[src/rtl/simon_seq_ctrl_if.sv]
// simon_seq_ctrl_if: host-side request (start/key/plaintext) and response (busy/done/ciphertext) bundle
interface simon_seq_ctrl_if;
   logic        i_start;
   logic [63:0] i_key;
   logic [31:0] i_pt;
   logic        o_busy;
   logic        o_done;
   logic [31:0] o_ct;
   modport master (output i_start, i_key, i_pt, input o_busy, o_done, o_ct);
   modport slave  (input i_start, i_key, i_pt, output o_busy, o_done, o_ct);
endinterface

[src/rtl/simon_seq_ctrl.sv]
// simon_seq_ctrl: loads key/plaintext nibble-serially into a Simon32/64 core, times ROUNDS rounds and
// unloads the ciphertext. Optional SIMON_SEQ_STREAM_EN: accept the next block at the last round cycle
// and capture the previous ciphertext while the new block is being shifted in.
module simon_seq_ctrl #(
   parameter int ROUNDS = 32
) (
   input  logic              i_clk,
   input  logic              i_rst,
   simon_seq_ctrl_if.slave   host,
   output logic              o_core_shift,
   output logic [3:0]        o_core_data,
   input  logic [3:0]        i_core_data
);
   typedef enum logic [1:0] {S_IDLE, S_LOAD, S_RUN, S_UNLOAD} state_t;
   localparam logic [4:0] RUN_LAST = 5'(ROUNDS - 1);
   state_t      r_state;
   logic [4:0]  r_cnt;
   logic [95:0] r_sr;
   logic [31:0] r_ct_sr;
   logic [31:0] r_ct;
   logic        r_busy;
   logic        r_done;
   logic        r_shift;
   logic [3:0]  r_data;
   logic [31:0] w_ct_next;
`ifdef SIMON_SEQ_STREAM_EN
   logic        r_pend;
`endif
   assign w_ct_next    = {i_core_data, r_ct_sr[31:4]};
   assign host.o_busy  = r_busy;
   assign host.o_done  = r_done;
   assign host.o_ct    = r_ct;
   assign o_core_shift = r_shift;
   assign o_core_data  = r_data;
   // Sequencer FSM: IDLE -> LOAD (24 nibbles in) -> RUN (ROUNDS cycles) -> UNLOAD (8 nibbles out)
   always_ff @(posedge i_clk) begin
      if (i_rst) begin
         r_state <= S_IDLE;
         r_cnt   <= '0;
         r_sr    <= '0;
         r_ct_sr <= '0;
         r_ct    <= '0;
         r_busy  <= 1'b0;
         r_done  <= 1'b0;
         r_shift <= 1'b0;
         r_data  <= '0;
`ifdef SIMON_SEQ_STREAM_EN
         r_pend  <= 1'b0;
`endif
      end else begin
         r_done <= 1'b0;
         case (r_state)
            S_IDLE: begin
               if (host.i_start) begin
                  r_state <= S_LOAD;
                  r_cnt   <= 5'd23;
                  r_sr    <= {4'h0, host.i_key, host.i_pt[31:4]};
                  r_data  <= host.i_pt[3:0];
                  r_shift <= 1'b1;
                  r_busy  <= 1'b1;
`ifdef SIMON_SEQ_STREAM_EN
                  r_pend  <= 1'b0;
`endif
               end
            end
            S_LOAD: begin
`ifdef SIMON_SEQ_STREAM_EN
               // while the new block enters, the core shifts out the previous block's ciphertext
               if (r_pend && r_cnt >= 5'd16) begin
                  r_ct_sr <= w_ct_next;
                  if (r_cnt == 5'd16) begin
                     r_ct   <= w_ct_next;
                     r_done <= 1'b1;
                  end
               end
`endif
               if (r_cnt == 5'd0) begin
                  r_state <= S_RUN;
                  r_cnt   <= RUN_LAST;
                  r_shift <= 1'b0;
                  r_data  <= '0;
               end else begin
                  r_cnt  <= r_cnt - 5'd1;
                  r_data <= r_sr[3:0];
                  r_sr   <= {4'h0, r_sr[95:4]};
               end
            end
            S_RUN: begin
               if (r_cnt == 5'd0) begin
`ifdef SIMON_SEQ_STREAM_EN
                  if (host.i_start) begin
                     r_state <= S_LOAD;
                     r_cnt   <= 5'd23;
                     r_sr    <= {4'h0, host.i_key, host.i_pt[31:4]};
                     r_data  <= host.i_pt[3:0];
                     r_shift <= 1'b1;
                     r_pend  <= 1'b1;
                  end else
`endif
                  begin
                     r_state <= S_UNLOAD;
                     r_cnt   <= 5'd7;
                     r_shift <= 1'b1;
                  end
               end else begin
                  r_cnt <= r_cnt - 5'd1;
               end
            end
            S_UNLOAD: begin
               r_ct_sr <= w_ct_next;
               if (r_cnt == 5'd0) begin
                  r_state <= S_IDLE;
                  r_ct    <= w_ct_next;
                  r_done  <= 1'b1;
                  r_busy  <= 1'b0;
                  r_shift <= 1'b0;
               end else begin
                  r_cnt <= r_cnt - 5'd1;
               end
            end
            default: r_state <= S_IDLE;
         endcase
      end
   end
endmodule

[src/flat_wrapper.sv]
// flat-port wrapper written by rule: the top's interface ports become plain ports
module simon_seq_ctrl_flat 
#(
   parameter int ROUNDS = 32
)
  (i_clk, i_rst, o_core_shift, o_core_data, i_core_data, host_i_start, host_i_key, host_i_pt, host_o_busy, host_o_done, host_o_ct);
  simon_seq_ctrl_if host_i ();
  input  logic i_clk;
  input  logic i_rst;
  output logic o_core_shift;
  output logic [3:0] o_core_data;
  input  logic [3:0] i_core_data;
  input wire logic [$bits(host_i.i_start)-1:0] host_i_start;
  input wire logic [$bits(host_i.i_key)-1:0] host_i_key;
  input wire logic [$bits(host_i.i_pt)-1:0] host_i_pt;
  output wire logic [$bits(host_i.o_busy)-1:0] host_o_busy;
  output wire logic [$bits(host_i.o_done)-1:0] host_o_done;
  output wire logic [$bits(host_i.o_ct)-1:0] host_o_ct;
  assign host_i.i_start = host_i_start;
  assign host_i.i_key = host_i_key;
  assign host_i.i_pt = host_i_pt;
  assign host_o_busy = host_i.o_busy;
  assign host_o_done = host_i.o_done;
  assign host_o_ct = host_i.o_ct;
  simon_seq_ctrl #(.ROUNDS(ROUNDS)) u_core (.i_clk(i_clk), .i_rst(i_rst), .host(host_i), .o_core_shift(o_core_shift), .o_core_data(o_core_data), .i_core_data(i_core_data));
endmodule
[config.mk]
export PLATFORM = sky130hd
export DESIGN_NAME = simon_seq_ctrl_flat
export DESIGN_NICKNAME = d
export VERILOG_FILES = /design/src/rtl/simon_seq_ctrl_if.sv /design/src/rtl/simon_seq_ctrl.sv /design/src/flat_wrapper.sv
export SDC_FILE = /design/constraint.sdc
export NUM_CORES = 1
export LEC_CHECK = 0
export BUFFER_PORTS_ARGS = -buffer_cell sky130_fd_sc_hd__buf_4
export CORE_ASPECT_RATIO = 1.25
export CORE_MARGIN = 2
export CORE_UTILIZATION = 60
export CTS_BUF_LIST = sky130_fd_sc_hd__clkbuf_2 sky130_fd_sc_hd__clkbuf_4 sky130_fd_sc_hd__clkbuf_8
export DETAILED_ROUTE_END_ITERATION = 8
export GPL_TIMING_DRIVEN = 0
export PLACE_DENSITY = 0.86
export SLEW_MARGIN = 20
export SYNTH_ARGS = -nofsm -noshare
export SYNTH_HDL_FRONTEND = slang
export SYNTH_SLANG_ARGS = --single-unit
export TNS_END_PERCENT = 10
[constraint.sdc]
create_clock -name i_clk -period 6.2 [get_ports i_clk]
set_clock_uncertainty 0.15 [all_clocks]
set_input_delay 0.62 -clock i_clk [delete_from_list [all_inputs] [get_ports i_clk]]
set_output_delay 0.62 -clock i_clk [all_outputs]
set_load 0.02 [all_outputs]
**Word level (Yosys, flattened, before mapping)**

Cells that the tools add are included.

- Bits in registers: 174
- Input bits: 103

- Bitwise logic cells: 1
- Muxes and demuxes: 22
- Eq/ne operators: 10
- Reduce and logical (&&, ||, !) cells: 13
- Add/subtract/negate cells: 1

Operators by type and width:

| operator | count |
|---|---|
| 96-bit 2-to-1 mux | 2 |
| 96-bit case mux with 2 select lines | 1 |
| 5-bit 2-to-1 mux | 4 |
| 5-bit case mux with 4 select lines | 1 |
| 3-bit AND reduction | 3 |
| 2-bit 2-to-1 mux | 4 |
| 4-bit 2-to-1 mux | 2 |
| 2-bit by 1-bit inequality test with 1-bit output (second input constant) | 4 |
| 2-bit case mux with 4 select lines | 1 |
| 4-bit case mux with 2 select lines | 1 |
| 2-bit inequality test (second input constant) | 3 |
| 2-bit AND reduction | 3 |
| 5-bit zero test | 1 |
| 5-bit by 1-bit subtractor with 5-bit output (second input constant) | 1 |
| 2-bit == test (second input constant) | 2 |
| 1-bit 2-to-1 mux | 4 |
| 4-bit AND reduction | 1 |
| 2-bit nonzero test | 2 |
| 2-bit OR reduction | 2 |
| 1-bit case mux with 3 select lines | 1 |
| 2-bit by 1-bit == test with 1-bit output (second input constant) | 1 |
| 2-bit zero test | 1 |
| 1-bit case mux with 2 select lines | 1 |
| 1-bit inverter | 1 |

**Logic depth before layout (Yosys ltp)**

Gate-level depths: netlist of run 1.

- Word-level depth: 4
- Depth in mapped cells: 9

**Least setup slack after synthesis of run 1**

Ideal clock, no wire load.

- Path type: register -> register
- From: register u_core.r_cnt[0]
- To: register u_core.r_ct[5] (netlist: u_core.host.o_ct[5])
- Library setup time: 132 ps
- Clock period less this slack: 2007 ps
- Arrival time: 1725 ps
- Path slack: 4193 ps
- Stages on the path, launching flop included: 9
- Path through: dfxtp_1 inv_1 ha_1 or3b_4 or3b_1 buf_2 buf_6 nand2_1 a21oi_2

- Word-level cells in the longest chain between the ends: 2

RTL lines:

| element | line | text |
|---|---|---|
| start, declared | simon_seq_ctrl.sv:17 | `logic [4:0] r_cnt;` |
| start signal, assigned | simon_seq_ctrl.sv:83 | `r_cnt <= r_cnt - 5'd1;` |
| start signal, assigned | simon_seq_ctrl.sv:106 | `r_cnt <= r_cnt - 5'd1;` |
| start signal, assigned | simon_seq_ctrl.sv:118 | `r_cnt <= r_cnt - 5'd1;` |
| 5-bit zero test | simon_seq_ctrl.sv:111 | `if (r_cnt == 5'd0) begin` |
| 2-bit AND reduction (no source line) | - |  |
| end signal, assigned | simon_seq_ctrl.sv:113 | `r_ct <= w_ct_next;` |
| end, declared | simon_seq_ctrl.sv:20 | `logic [31:0] r_ct;` |

Every way passes these cells.
A chain may end at the register's enable or synchronous reset.

**Final worst setup path of run 1**

- From: register u_core.r_cnt[0]
- To: register u_core.r_ct[6] (netlist: u_core.host.o_ct[6])

Same word-level chain as after synthesis.

==> impl_results.md, run 1 <==
* Status: finished clean
* Routed Antenna Nets at 0
* Largest net degree at the start of global routing at 17
* #FFs+latches synth at 166
* Max-Cap Viols at 0
* Syn_nets at roughly 840
* CTS buffer count at 17
* Critical path endpoint category: register
* Routed length per instance at 15.5 um
* Die area at 12400 um2
* Most frequent cells in the layout: dfxtp_1 (166), buf_4 (147), nor2_1 (131)
* HP Class: in2reg
* Crit Path Category: reg2reg
* Syn-to-layout area delta at 23.2%
* Port Buffers at 140
* Total congestion overflow at 0
* RD Place Congestion at between 0.9 and 1
* # IOs at 142
* Starting Density at a little over 60%
* Final hold vios at 0
* Worst-Skew Late Latency at 0.45 ns
* Post-Syn Area per Cell at 9.42 um2
* Vias at 5784
* DR pass1 iterations at 4
* RSZ-0062 raised after global routing: no
* Total power at between 3 and 4 mW
* CTS tree: built
* Worst setup SP type: register
* Final Setup Violations at 0
* Non-filler cells, final at 1038
* Clock Sinks at 166
* Initial antenna violation count at 0
* Final core occ at 76.3%
* Remaining DRCs at 0
* Slowest-stage cell, CP: nor3b_2
* Crit Path Max Fanout at 10
* Clock buffer depth at 2
* Setup tns final at 0 ns
* CTS root buf: clkbuf_8
* Row cnt at 43
* Synth unique cells at 41
* Period utilization at 38.1%
* CP cell instances: inv_1, ha_1, or3b_4, nor3b_2, buf_6, nand2_1, a21oi_2
* Cell-internal power at about 2.5 mW
* Post-layout min period at roughly 2.4 ns
* Main synth FF type: dfxtp_1
* Worst path buffer plus inverter count at 2
* H-tree Lvls at 4
* DP HPWL at 12100 um
* Critical Path Max Stage Delay at 0.58 ns
* Final WL at about 16000 um
* CP top delay family: simple AND/OR/NAND/NOR gates
* Core area at 11100 um2
* Worst Path Arrival at 2.58 ns
* Clock power share at 18.7%
* Sequential area share after synthesis at 48.2%
* Synth Cell Area at about 6900 um2
* Flop pwr share at 40.0%
* Worst EP required at 6.41 ns
* NetSw at roughly 1.5 mW
* Final hold slack at between 0.2 and 0.3 ns
* First-pass GRT wire length at 26200 um
* Switching Share at 38.0%
* Fmax at 423 MHz
* Logic pwr share at 41.2%
* Layout cells sized above 1 at 23.5%
* Post-synth EDFFs at 0
* Peak VDD IR at 266 uV
* Avg Vias per Cell at 5.57
* Nets at 1000
* Max Slew Vio Count at 0
* Pleak at 3.39 nW
* Diodes inserted at 0
* Die Y at about 120 um
* Commonest non-fill, non-tap cell in the layout: dfxtp_1
* Setup bufs post-CTS at 0
* Power Dens Cells at 466 nW/um2
* Die width at roughly 100 um
* Gr usage total at 26.8%
* Clk slew on worst S/H paths at 0.08 ns
* DR iter-0 viols at 259
* Cell count after synthesis at 732
* Worst-margin pin slew at 0.739 ns
* Vias in the first global route at 5775
* Post_cts resized at 0
* Placed cell count at 1007
* # hold bufs at CTS at 0
* Ys async rst share at 0%
* Ys Warns at 0
* Rel. slew slack at 50.7%
-- final cells by class --
cell class | instances | area (um2)
plain buffers | 61 | 332
clock buffers | 21 | 283
clock inverters | 10 | 98.8
fillers | 759 | 2640
inverters | 6 | 22.5
multi-input cells | 499 | 3220
flip-flops and latches | 166 | 3320
well taps | 135 | 169
repair buffers | 140 | 1050
-- Yosys cell counts (all sizes together) (2+ instances only) --
cell type / n / share of area (%)
or3b: 2 / 0.29
nor3: 7 / 0.51
a211oi: 90 / 9.8
a21oi: 46 / 3.4
ha: 6 / 1.1
a22oi: 4 / 0.44
o21ai: 2 / 0.15
inv: 6 / 0.33
mux2i: 118 / 17
nand2: 68 / 3.7
buf: 35 / 3.4
dfxtp: 166 / 48
nor3b: 2 / 0.29
nor2: 131 / 7.1
o22ai: 4 / 0.36
clkbuf: 26 / 1.4
-- path summary, 6_finish.rpt --
path	to	slack (ns)	cells after the start	from
worst max-delay path	u_core.host.o_ct[6]$_SDFFE_PP0N_	3.84	7	u_core.r_cnt[0]$_SDFFE_PP0P_
worst min-delay path	u_core.r_ct_sr[29]$_SDFFE_PP0P_	0.28	3	i_core_data[1]
worst max register to register	u_core.host.o_ct[6]$_SDFFE_PP0N_	3.84	7	u_core.r_cnt[0]$_SDFFE_PP0P_
worst min register to register	u_core.host.o_ct[16]$_SDFFE_PP0N_	0.31	2	u_core.host.o_ct[16]$_SDFFE_PP0N_
-- logic make-up (layout without fill, tap and decap cells) --
logic type / after synthesis / after routing / share of synthesized area (%)
mux: 119 / 119 / 17.3
compound gates: 155 / 155 / 15.4
flops: 166 / 166 / 48.2
buf+inv: 67 / 238 / 5.13
fa+ha+maj: 6 / 6 / 1.09
simple gates: 219 / 219 / 12.9
-- metal layers --
metal	global-route usage, %	share of wire [%]	vias to the layer above
met5	0	0	-
met3	8.02	5.5	31
li1	-	-	2901
met1	30.3	41	2702
met2	47.6	51	150
met4	10.1	2.2	0
-- stage by stage --
stage | setup WS (ns) | area (um2)
final | 3.84 | 8500
after global routing | 3.68 | 8500
after CTS | 3.88 | 8500
after detailed placement | 3.89 | 8120
after global placement | 3.98 | 8120
after floorplan | 4.19 | 6900
-- sequential cells by signal, summed over array words and instances (netlist names) --
| signal | count |
|---|---|
| u_core.r_cnt | 5 |
| u_core.host.o_ct | 32 |
| u_core.host.o_busy | 1 |
| u_core.r_sr | 92 |
| u_core.r_state | 2 |
| u_core.o_core_shift | 1 |
| u_core.o_core_data | 4 |
| u_core.host.o_done | 1 |
| u_core.r_ct_sr | 28 |
-- power by group through the flow --
stage | clock network [mW] | registers [mW] | logic, mW
2_1_floorplan | 0 | 1.57 | 1.25
3_3_place_gp | 0 | 1.58 | 1.55
3_5_place_dp | 0 | 1.60 | 1.62
4_1_cts | 0.750 | 1.58 | 1.63
5_1_grt | 0.801 | 1.62 | 1.81
6_report | 0.742 | 1.58 | 1.63
-- tightest hold or removal path, delay by kind of cell --
| kind | cells | cell delay [ns] |
|---|---|---|
| muxes | 1 | 0.06 |
| buffers and inverters | 1 | 0.09 |
| and+or+nand+nor | 1 | 0.07 |
(Power assumes the default switching activity.)
==> run 2: changes to the inputs <==
- CORE_UTILIZATION: 60 -> 57
- PLACE_DENSITY: 0.86 -> 0.83
- clock period: 6.2 -> 2.35 ns (I/O delays scaled with it)
==> impl_results.md, run 2 (synthesis gave the netlist of run 1 again) <==
* Status: finished with violations
* Failing checks: negative setup slack
* Met2 routed WL at 10100 um
* Flop pwr share at ~38%
* Final core occ at 79.7%
* Max-Cap Viols at 0
* # IOs at ~140
* Nets at 1067
* Worst-Skew Late Latency at 0.45 ns
* Pleak at 3.74 nW
* Hold path cells at 3
* CP cell instances: inv_1, ha_1, buf_2, buf_6, clkbuf_1, mux2i_1, a211oi_1
* R2R cell count at 7
* Critical path endpoint category: register
* Rel. slew slack at 48.0%
* Starting Density at 58.8%
* Diodes inserted at 0
* CTS tree: built
* Largest net degree at the start of global routing at 17
* Placed cell count at 1033
* CTS root buf: clkbuf_8
* Max Slew Vio Count at 0
* Gr usage total at 29.8%
* Die area at 13000 um2
* Crit Path Category: reg2reg
* Initial antenna violation count at 0
* DR pass1 iterations at 8
* Final WL at 19300 um
* CTS buffer count at 17
* Worst Path Arrival at 2.54 ns
* Vias in the first global route at 6557
* Post-layout min period at ~2.4 ns
* Critical Path Max Stage Delay at around 0.57 ns
* Vias at 6429
* Most flops, register: u_core.r_sr
* Worst EP required at 2.54 ns
* Max reg flops at 92
* Core area at ~12000 um2
* Final hold vios at 0
* Worst-margin pin slew at 0.779 ns
* Non-filler cells, final at 1132
* Port Buffers at 140
* Clock Sinks at between 150 and 200
* Row cnt at 44
* DR top layer: met4
* Power Dens Cells at 1210 nW/um2
* First-pass GRT wire length at 30600 um
* Commonest non-fill, non-tap cell in the layout: dfxtp_1
* NetSw at 4.30 mW
* HP Class: in2reg
* Fmax at 425 MHz
* Worst setup SP type: register
* Final Setup Violations at 1
* Die Y at around 130 um
* H-tree Lvls at 4
* Worst path buffer plus inverter count at 4
* Routed length per instance at 17.1 um
* DR iter-0 viols at 375
* RD Place Congestion at 0.822
* DP HPWL at 12200 um
* Reg2Reg Setup Slack at -0.003 ns
* Period utilization at 100%
* Met1 wire length at 7370 um
* Min-delay src: host_i_key[51]
* CP top delay family: buffers and inverters
* R2r endpoint: u_core.r_sr[47]$_SDFFE_PP0P_
* Worst r2r src: u_core.r_state[1]$_SDFFE_PP0P_
* Avg Vias per Cell at 5.68
* Total power at 11.3 mW
* Layout cells sized above 1 at 22.9%
* Post-route setup slack at -0.00297 ns
* Crit Path Max Fanout at 10
* RSZ-0062 raised after global routing: yes
* Hold Path Sink: u_core.r_sr[79]$_SDFFE_PP0P_
* Die width at 102 um
* Switching Share at 38.1%
* Most frequent cells in the layout: dfxtp_1 (166), buf_4 (147), nor2_1 (131)
* Clk slew on worst S/H paths at 0.09 ns
* Wire length on met3 at just over 1000 um
* Syn-to-layout area delta at 35.5%
* Cell-internal power at 6.99 mW
* Remaining DRCs at 0
* Peak VDD IR at 969 uV
* Slowest-stage cell, CP: clkbuf_1
* Total congestion overflow at 0
* Logic pwr share at between 40% and 50%
* Clock buffer depth at 2
* Routed Antenna Nets at 0
* Clock power share at 20.6%
-- run 2: cell count changes in the layout (fill, tap and decap cells not counted), moves of 3 or more --
| cell | before | now |
|---|---|---|
| dlygate4sd3_1 | 0 | 66 |
| clkbuf_2 | 0 | 3 |
| clkbuf_1 | 26 | 21 |
| a211oi_1 | 90 | 86 |
| a211oi_2 | 0 | 4 |
| bufinv_16 | 1 | 4 |
-- run 2: what timing repair did --
action,CTS,global route
setup buffers,0,1
hold endpoints to repair,70,0
hold buffers,66,0
gates resized for setup,1,19
setup endpoints to repair,2,99
-- run 2: worst max path at each step --
stage | startpoint | end | cells past startpoint
3_3_place_gp | u_core.r_state[0]$_SDFFE_PP0P_ | u_core.r_sr[87]$_SDFFE_PP0P_ | 7
3_5_place_dp | u_core.r_state[0]$_SDFFE_PP0P_ | u_core.r_sr[84]$_SDFFE_PP0P_ | 8
6_report | u_core.r_state[1]$_SDFFE_PP0P_ | u_core.r_sr[47]$_SDFFE_PP0P_ | 7
2_1_floorplan | u_core.r_cnt[0]$_SDFFE_PP0P_ | u_core.host.o_ct[5]$_SDFFE_PP0N_ | 8
5_1_grt | u_core.r_state[1]$_SDFFE_PP0P_ | u_core.r_sr[47]$_SDFFE_PP0P_ | 7
4_1_cts | u_core.r_state[0]$_SDFFE_PP0P_ | u_core.r_sr[65]$_SDFFE_PP0P_ | 8
-- run 2: area by class of cell --
class	count	area, um2
Clock inverter	10	168
Clock buffer	22	297
Fill cell	703	2380
Inverter	6	22.5
Multi-Input combinational cell	499	3270
Timing Repair Buffer	207	1720
Sequential cell	166	3320
Tap cell	161	201
Buffer	61	344
-- run 2: tightest hold or removal path, cell delays in order --
cell and delay, ns:
buf_4 0.11, mux2i_1 0.12, a211oi_1 0.09
-- run 2: power by group through the flow --
| stage | Clock, mW | Sequential, mW | Combinational [mW] |
|---|---|---|---|
| detailed placement | 0 | 4.22 | 4.29 |
| CTS | 2.32 | 4.17 | 4.45 |
| finish | 2.33 | 4.23 | 4.73 |
| floorplan | 0 | 4.14 | 3.30 |
| global placement | 0 | 4.18 | 4.10 |
| global route | 2.44 | 4.30 | 5.13 |
-- run 2: layer usage --
metal	GRT usage, %	up-vias
met4	15.8	0
met1	32.3	3073
li1	-	3025
met5	0	-
met2	53.8	259
met3	5.69	72
-- run 2: per-stage QoR --
| stage | instance area (um2) | worst slack [ns] | hold slack (ns) | TNS (ns) |
|---|---|---|---|---|
| after global placement | 8150 | 0.140 | 0.293 | 0 |
| final | 9340 | -0.00297 | 0.00437 | -0.00297 |
| after floorplan | 6900 | 0.343 | 0.221 | 0 |
| after global routing | 9340 | -0.0613 | 0.00738 | -0.362 |
| after CTS | 9280 | 0.0146 | 0.000293 | 0 |
| after detailed placement | 8150 | 0.0101 | 0.297 | 0 |
